$ cat config.mk
export PLATFORM = sky130hd
export DESIGN_NAME = text_overlay
export DESIGN_NICKNAME = d
export VERILOG_FILES = /design/src/rtl/text_overlay.sv
export SDC_FILE = /design/constraint.sdc
export NUM_CORES = 1
export LEC_CHECK = 0
export ABC_AREA = 1
export CORE_MARGIN = 10
export CORE_UTILIZATION = 65
export CTS_CLUSTER_DIAMETER = 50
export DETAILED_ROUTE_END_ITERATION = 10
export DONT_BUFFER_PORTS = 1
export MAX_ROUTING_LAYER = met4
export PLACE_DENSITY = 0.91
export SLEW_MARGIN = 15
export SYNTH_ARGS = -nofsm -noshare
export SYNTH_HDL_FRONTEND = slang
export SYNTH_SLANG_ARGS = --single-unit
$ cat constraint.sdc
create_clock -name clk_in -period 5.3 [get_ports clk_in]
set_input_delay 0.53 -clock clk_in [delete_from_list [all_inputs] [get_ports clk_in]]
set_output_delay 0.53 -clock clk_in [all_outputs]
set_load 0.01 [all_outputs]
$ cat src/rtl/text_overlay.sv
// Text overlay renderer: a writable string buffer of glyph codes with blink bits,
// drawn through a fixed 3-stage pixel pipeline with runtime origin and 2^n scale.
module text_overlay #(
  parameter int MAX_CHARS    = 16,
  parameter int HCOUNT_W     = 11,
  parameter int VCOUNT_W     = 10,
  parameter int MAX_SHIFT    = 2,
  parameter int BLINK_FRAMES = 30
) (
  input  logic                         clk_in,
  input  logic                         rst_in,
  input  logic                         char_we,
  input  logic [$clog2(MAX_CHARS)-1:0] char_addr,
  input  logic [7:0]                   char_code,
  input  logic                         char_blink,
  input  logic [HCOUNT_W-1:0]          origin_x,
  input  logic [VCOUNT_W-1:0]          origin_y,
  input  logic [1:0]                   scale_shift,
  input  logic [HCOUNT_W-1:0]          hcount_in,
  input  logic [VCOUNT_W-1:0]          vcount_in,
  input  logic                         valid_in,
  output logic                         pixel_out,
  output logic                         valid_out,
  output logic                         busy_out
);

  localparam int IDX_W = $clog2(MAX_CHARS);
  localparam int DXW   = HCOUNT_W + 1;
  localparam int DYW   = VCOUNT_W + 1;
  localparam int FC_W  = $clog2(BLINK_FRAMES + 1);

  localparam logic [FC_W-1:0]  FC_LAST    = FC_W'(BLINK_FRAMES - 1);
  localparam logic [IDX_W-1:0] PTR_LAST   = IDX_W'(MAX_CHARS - 1);
  localparam logic [IDX_W:0]   SLOT_COUNT = (IDX_W + 1)'(MAX_CHARS);
  localparam logic [1:0]       SHIFT_MAX  = (MAX_SHIFT > 3) ? 2'd3 : 2'(MAX_SHIFT);
  localparam logic [31:0]      BOX_COLS   = 32'(MAX_CHARS * 8);
  localparam logic [31:0]      BOX_ROWS   = 32'd8;
  localparam logic [7:0]       CODE_SPACE = 8'd10;

  // Rows top to bottom, 5 bits each, MSB = leftmost pixel; row 7 is the descender gap.
  localparam logic [39:0] GLYPH_H = 40'b10001_10001_10001_11111_10001_10001_10001_00000;
  localparam logic [39:0] GLYPH_E = 40'b11111_10000_10000_11110_10000_10000_11111_00000;
  localparam logic [39:0] GLYPH_A = 40'b01110_10001_10001_11111_10001_10001_10001_00000;
  localparam logic [39:0] GLYPH_R = 40'b11110_10001_10001_11110_10100_10010_10001_00000;
  localparam logic [39:0] GLYPH_T = 40'b11111_00100_00100_00100_00100_00100_00100_00000;
  localparam logic [39:0] GLYPH_S = 40'b01111_10000_10000_01110_00001_00001_11110_00000;
  localparam logic [39:0] GLYPH_N = 40'b10001_11001_10101_10011_10001_10001_10001_00000;
  localparam logic [39:0] GLYPH_O = 40'b01110_10001_10001_10001_10001_10001_01110_00000;
  localparam logic [39:0] GLYPH_C = 40'b01110_10001_10000_10000_10000_10001_01110_00000;
  localparam logic [39:0] GLYPH_M = 40'b10001_11011_10101_10101_10001_10001_10001_00000;

  typedef enum logic [0:0] {
    ST_CLEAR = 1'b0,
    ST_RUN   = 1'b1
  } state_t;

  state_t           state_q, state_d;
  logic [IDX_W-1:0] clr_ptr_q, clr_ptr_d;

  logic [7:0] code_mem_q  [MAX_CHARS];
  logic [7:0] code_mem_d  [MAX_CHARS];
  logic       blink_mem_q [MAX_CHARS];
  logic       blink_mem_d [MAX_CHARS];

  logic [FC_W-1:0] frame_cnt_q, frame_cnt_d;
  logic            phase_q, phase_d;

  logic             v1_q, v1_d, in_box1_q, in_box1_d;
  logic [IDX_W-1:0] idx1_q, idx1_d;
  logic [2:0]       col1_q, col1_d, row1_q, row1_d;

  logic       v2_q, v2_d, in_box2_q, in_box2_d, blink2_q, blink2_d;
  logic [2:0] col2_q, col2_d, row2_q, row2_d;
  logic [7:0] code2_q, code2_d;

  logic v3_q, v3_d, pix3_q, pix3_d;

  logic           wr_ok, tick;
  logic [1:0]     eff_shift;
  logic [DXW-1:0] hx, ox, dx, ux;
  logic [DYW-1:0] vy, oy, dy, uy;

  function automatic logic glyph_bit(input logic [7:0] code, input logic [2:0] row,
                                     input logic [2:0] col);
    logic [39:0] g;
    logic [5:0]  base;
    logic [4:0]  r;
    case (code)
      8'd0:    g = GLYPH_H;
      8'd1:    g = GLYPH_E;
      8'd2:    g = GLYPH_A;
      8'd3:    g = GLYPH_R;
      8'd4:    g = GLYPH_T;
      8'd5:    g = GLYPH_S;
      8'd6:    g = GLYPH_N;
      8'd7:    g = GLYPH_O;
      8'd8:    g = GLYPH_C;
      8'd9:    g = GLYPH_M;
      default: g = '0;
    endcase
    base = 6'd35 - 6'd5 * {3'b000, row};
    r = g[base +: 5];
    glyph_bit = (col <= 3'd4) ? r[3'd4 - col] : 1'b0;
  endfunction

  always_comb begin
    state_d   = state_q;
    clr_ptr_d = clr_ptr_q;
    case (state_q)
      ST_CLEAR: begin
        clr_ptr_d = clr_ptr_q + 1'b1;
        if (clr_ptr_q == PTR_LAST) state_d = ST_RUN;
      end
      ST_RUN:  state_d = ST_RUN;
      default: state_d = ST_CLEAR;
    endcase
  end

  assign wr_ok = (state_q == ST_RUN) && char_we && ({1'b0, char_addr} < SLOT_COUNT);

  // The clear sweep owns the write port; host writes are only taken in RUN.
  always_comb begin
    code_mem_d  = code_mem_q;
    blink_mem_d = blink_mem_q;
    if (state_q == ST_CLEAR) begin
      code_mem_d[clr_ptr_q]  = CODE_SPACE;
      blink_mem_d[clr_ptr_q] = 1'b0;
    end else if (wr_ok) begin
      code_mem_d[char_addr]  = char_code;
      blink_mem_d[char_addr] = char_blink;
    end
  end

  assign tick = valid_in && (hcount_in == '0) && (vcount_in == '0) && (state_q == ST_RUN);

  always_comb begin
    frame_cnt_d = frame_cnt_q;
    phase_d     = phase_q;
    if (tick) begin
      if (frame_cnt_q == FC_LAST) begin
        frame_cnt_d = '0;
        phase_d     = ~phase_q;
      end else begin
        frame_cnt_d = frame_cnt_q + 1'b1;
      end
    end
  end

  // Geometry works one bit wider than the counters so pixels left/above the box never wrap in.
  always_comb begin
    eff_shift = (scale_shift > SHIFT_MAX) ? SHIFT_MAX : scale_shift;
    hx        = {1'b0, hcount_in};
    ox        = {1'b0, origin_x};
    vy        = {1'b0, vcount_in};
    oy        = {1'b0, origin_y};
    dx        = hx - ox;
    dy        = vy - oy;
    ux        = dx >> eff_shift;
    uy        = dy >> eff_shift;
    v1_d      = valid_in;
    in_box1_d = (hx >= ox) && (vy >= oy) && (32'(ux) < BOX_COLS) && (32'(uy) < BOX_ROWS);
    idx1_d    = IDX_W'(ux >> 3);
    col1_d    = ux[2:0];
    row1_d    = uy[2:0];
  end

  always_comb begin
    v2_d      = v1_q;
    in_box2_d = in_box1_q;
    col2_d    = col1_q;
    row2_d    = row1_q;
    code2_d   = code_mem_q[idx1_q];
    blink2_d  = blink_mem_q[idx1_q];
  end

  always_comb begin
    v3_d   = v2_q;
    pix3_d = v2_q && in_box2_q && glyph_bit(code2_q, row2_q, col2_q) &&
             !(blink2_q && phase_q) && (state_q == ST_RUN);
  end

  always_ff @(posedge clk_in) begin
    code_mem_q  <= code_mem_d;
    blink_mem_q <= blink_mem_d;
    idx1_q      <= idx1_d;
    col1_q      <= col1_d;
    row1_q      <= row1_d;
    col2_q      <= col2_d;
    row2_q      <= row2_d;
    code2_q     <= code2_d;
    blink2_q    <= blink2_d;
    if (!rst_in) begin
      state_q     <= ST_CLEAR;
      clr_ptr_q   <= '0;
      frame_cnt_q <= '0;
      phase_q     <= 1'b0;
      v1_q        <= 1'b0;
      in_box1_q   <= 1'b0;
      v2_q        <= 1'b0;
      in_box2_q   <= 1'b0;
      v3_q        <= 1'b0;
      pix3_q      <= 1'b0;
    end else begin
      state_q     <= state_d;
      clr_ptr_q   <= clr_ptr_d;
      frame_cnt_q <= frame_cnt_d;
      phase_q     <= phase_d;
      v1_q        <= v1_d;
      in_box1_q   <= in_box1_d;
      v2_q        <= v2_d;
      in_box2_q   <= in_box2_d;
      v3_q        <= v3_d;
      pix3_q      <= pix3_d;
    end
  end

  assign pixel_out = pix3_q;
  assign valid_out = v3_q;
  assign busy_out  = (state_q == ST_CLEAR);

endmodule

==> reports/results.txt <==
area grow syn2layout: 6.217%
WL final: 35.22 mm
Arrival @ worst endpoint: 4400 ps
layout cells sized above 1: 5.208%
hold path depth: 2
Peak VDD IR: 322.1 uV
kind of critical path: register to register
Rel. slew slack: 20.81%
routability cong.: 0.9574
Leak: 5.519 nW
RSZ-0062 raised after global routing: false
CP cell instances: buf_4 -> clkinv_1 -> fa_1 -> inv_1 -> nor2_1 -> nand2_1 -> nor2_1 -> nor2_1 -> nand2_1 -> nand3_1 -> nand3_1 -> nand2_1 -> nand2_1 -> a21oi_2
Syn Inst Count: 1539
GR Util All Layers: 28.42%
Power Density: 419.9 nW/um^2
post-route ant nets: 0
final instance area: 13190 um^2
Tmin final: 4000 ps
Synth Area in Adders: 4.515%
cell row count: 50
syn nets: 1643
largest net degree at the start of global routing: 93
Initial Utilization: 66.15%
Final Util: 70.27%
CTS Root Cell: clkbuf_16
Simple-Gate Fraction of Synth Area: 19.57%
fin nets: 1604
Slowest-stage cell, CP: fa_1
routed len/inst: 20.11 um
via count: 11766
CP max stage delay: 1030 ps
Tightest Hold Check Type: input pin to register
Inserted Diodes: 0
Yosys top cell by area: edfxtp_1
Detailed Routing Iterations Pass 1: 7
first-pass GRT wire length: 56.37 mm
sequential cell area: 5552 um^2
post-DR vias/cell: 6.720
IO Count: 64
most used cell, CP: nand2_1
delay-heaviest family, CP: buffers and inverters
port bufs: 0
mux cell area share after synthesis: 0.2419%
vias in the first global route: 10856
XOR/XNOR share of the synthesized area: 1.199%
largest family of logic cells by synthesized area: compound AO/OA/AOI/OAI gates
GR Overflow Total: 0
Layout fillers: 1370
final hold vios: 0
Synth warnings: 0
Buf/Inv on CP: 3
worst skew pair latency: 520 ps
top-area cell type share of the netlist area: 34.83%
Yosys cell types: 50
die width: 158.2 um
CTS Sinks: 205
Max FO, Critical Path: 40
multi-input logic area: 5754 um^2
H-tree levels: 1
Compound-Gate Fraction of Synth Area: 20.82%
buffer count from post-CTS setup fixing: 0
Mean Syn Cell Area: 8.067 um^2
Max Transition Viols Final: 0
DRT iter0 DRCs: 1873
FF+latch count, synth: 205
Fmax: 250.0 MHz
hpwl dp: 23.74 mm
status: complete, no violations
Longest Clk Path Bufs: 3
post_cts resized: 0
Hold-fix buffers, CTS: 0
R2R depth: 14
worst-margin pin slew: 1175 ps
Post-DP Area: 12440 um^2
maxcap violations: 0
clk slew on worst S/H paths: 60 ps
Die Ht: 158.2 um
period utilisation layout: 75.46%
setup TNS: 0 ps
worst setup margin: 1301 ps
Seq/Total Area, Yosys: 44.66%
core area: 18770 um^2
Worst setup SP type: register
CTS buffer count: 23
antenna violations before repair: 0
DRC errors left: 0
Mapped Area: 12420 um^2
Worst path depth: 14
CP endpoint kind: register
CTS tree: built
top cells by area, synth: edfxtp_1, dfxtp_1, nand2_1
Final setup viols: 0
final clock skew: 29.36 ps
DP Worst Slack: 1434 ps
WP data required: 5700 ps
die area: 25030 um^2
[final cells by class]
cell class | instances | area share [%]
clock buffer | 30 | 5.047
tap | 234 | 2.220
multi-input combinational | 1060 | 43.63
sequential | 205 | 42.10
clock inverter | 12 | 0.5977
timing repair buffer | 15 | 0.8539
inverter | 195 | 5.550
[layout by cell type (no fill, tap or decap), drive strengths merged, types with 2 or more instances in the layout]
cell	n
a21oi	100
nand4	21
o22ai	21
nand3	149
edfxtp	144
o211ai	19
dfxtp	61
nand2	287
o21ai	209
a221oi	2
inv	194
a31oi	3
fa	3
or2	3
nor3	8
o21bai	6
clkinv	12
ha	40
o221ai	18
nor2	87
xnor2	6
o21a	3
nor4	4
buf	15
xor2	11
o32ai	50
clkbuf	30
mux2i	3
[routing by layer]
layer / part of all wire [%] / track usage, %
met5: 0 / -
met1: 37 / 36.37
met3: 12 / 4.640
met4: 3.0 / 8.602
met2: 47 / 45.67
[cell usage after synthesis, drive strengths merged]
| library cell | instances |
|---|---|
| a221oi | 2 |
| nand3 | 149 |
| buf | 36 |
| ha | 40 |
| o21ai | 209 |
| a31oi | 3 |
| o41ai | 1 |
| a21oi | 100 |
| clkbuf | 43 |
| nor4 | 4 |
| nor2 | 87 |
| dfxtp | 61 |
| o32ai | 50 |
| clkinv | 4 |
| o221ai | 18 |
| nand2 | 287 |
| o22ai | 21 |
| edfxtp | 144 |
| a21boi | 1 |
| a211oi | 1 |
| a22oi | 1 |
| nor3b | 1 |
| xor2 | 11 |
| o21bai | 6 |
| fa | 3 |
| o211ai | 19 |
| and2 | 1 |
| or2 | 3 |
| mux2i | 3 |
| nor3 | 8 |
| xnor2 | 6 |
| nand4 | 21 |
| o21a | 3 |
| inv | 191 |
| a21o | 1 |
[path summary, 6_finish.rpt]
kind,startpoint,end,slack [ps]
worst max-delay path,row2_q[1]$_DFF_P_,pixel_out$_SDFF_PN0_,1300
worst min-delay path,valid_in,v1_q$_SDFF_PN0_,110
worst max register to register,row2_q[1]$_DFF_P_,pixel_out$_SDFF_PN0_,1300
worst min register to register,col1_q[2]$_DFF_P_,col2_q[2]$_DFF_P_,350
[kinds of logic after synthesis]
kind of cell             after synthesis
AND/OR/NAND/NOR                      561
flip-flops                           205
multiplexers                           3
XOR/XNOR                              17
buffers and inverters                274
adder cells (fa/ha/maj)               43
AO/OA/AOI/OAI                        436
[power breakdown]
part / total, mW / internal (mW) / switching [mW]
sequential: 2.23 / 2.02 / 0.207
combinational: 1.76 / 0.571 / 1.19
clock: 1.55 / 0.896 / 0.655
[worst reg2reg max path: cells and delay by family (launching register included)]
family	cells	cell delay, ps
adders and majority gates	1	1030
AOI/OAI and AO/OA	1	50
and+or+nand+nor	9	1100
buffers and inverters	3	1420
DFF	1	300
[stage by stage]
stage	power, mW	hold WS [ps]	std cells
4_1_cts	5.473	97.26	1751
3_5_place_dp	3.930	312.8	1709
2_1_floorplan	3.555	309.6	1539
6_report	5.538	105.2	1751
5_1_grt	5.824	115.5	1751
3_3_place_gp	3.863	311.3	1709
(Power assumes the default switching activity.)
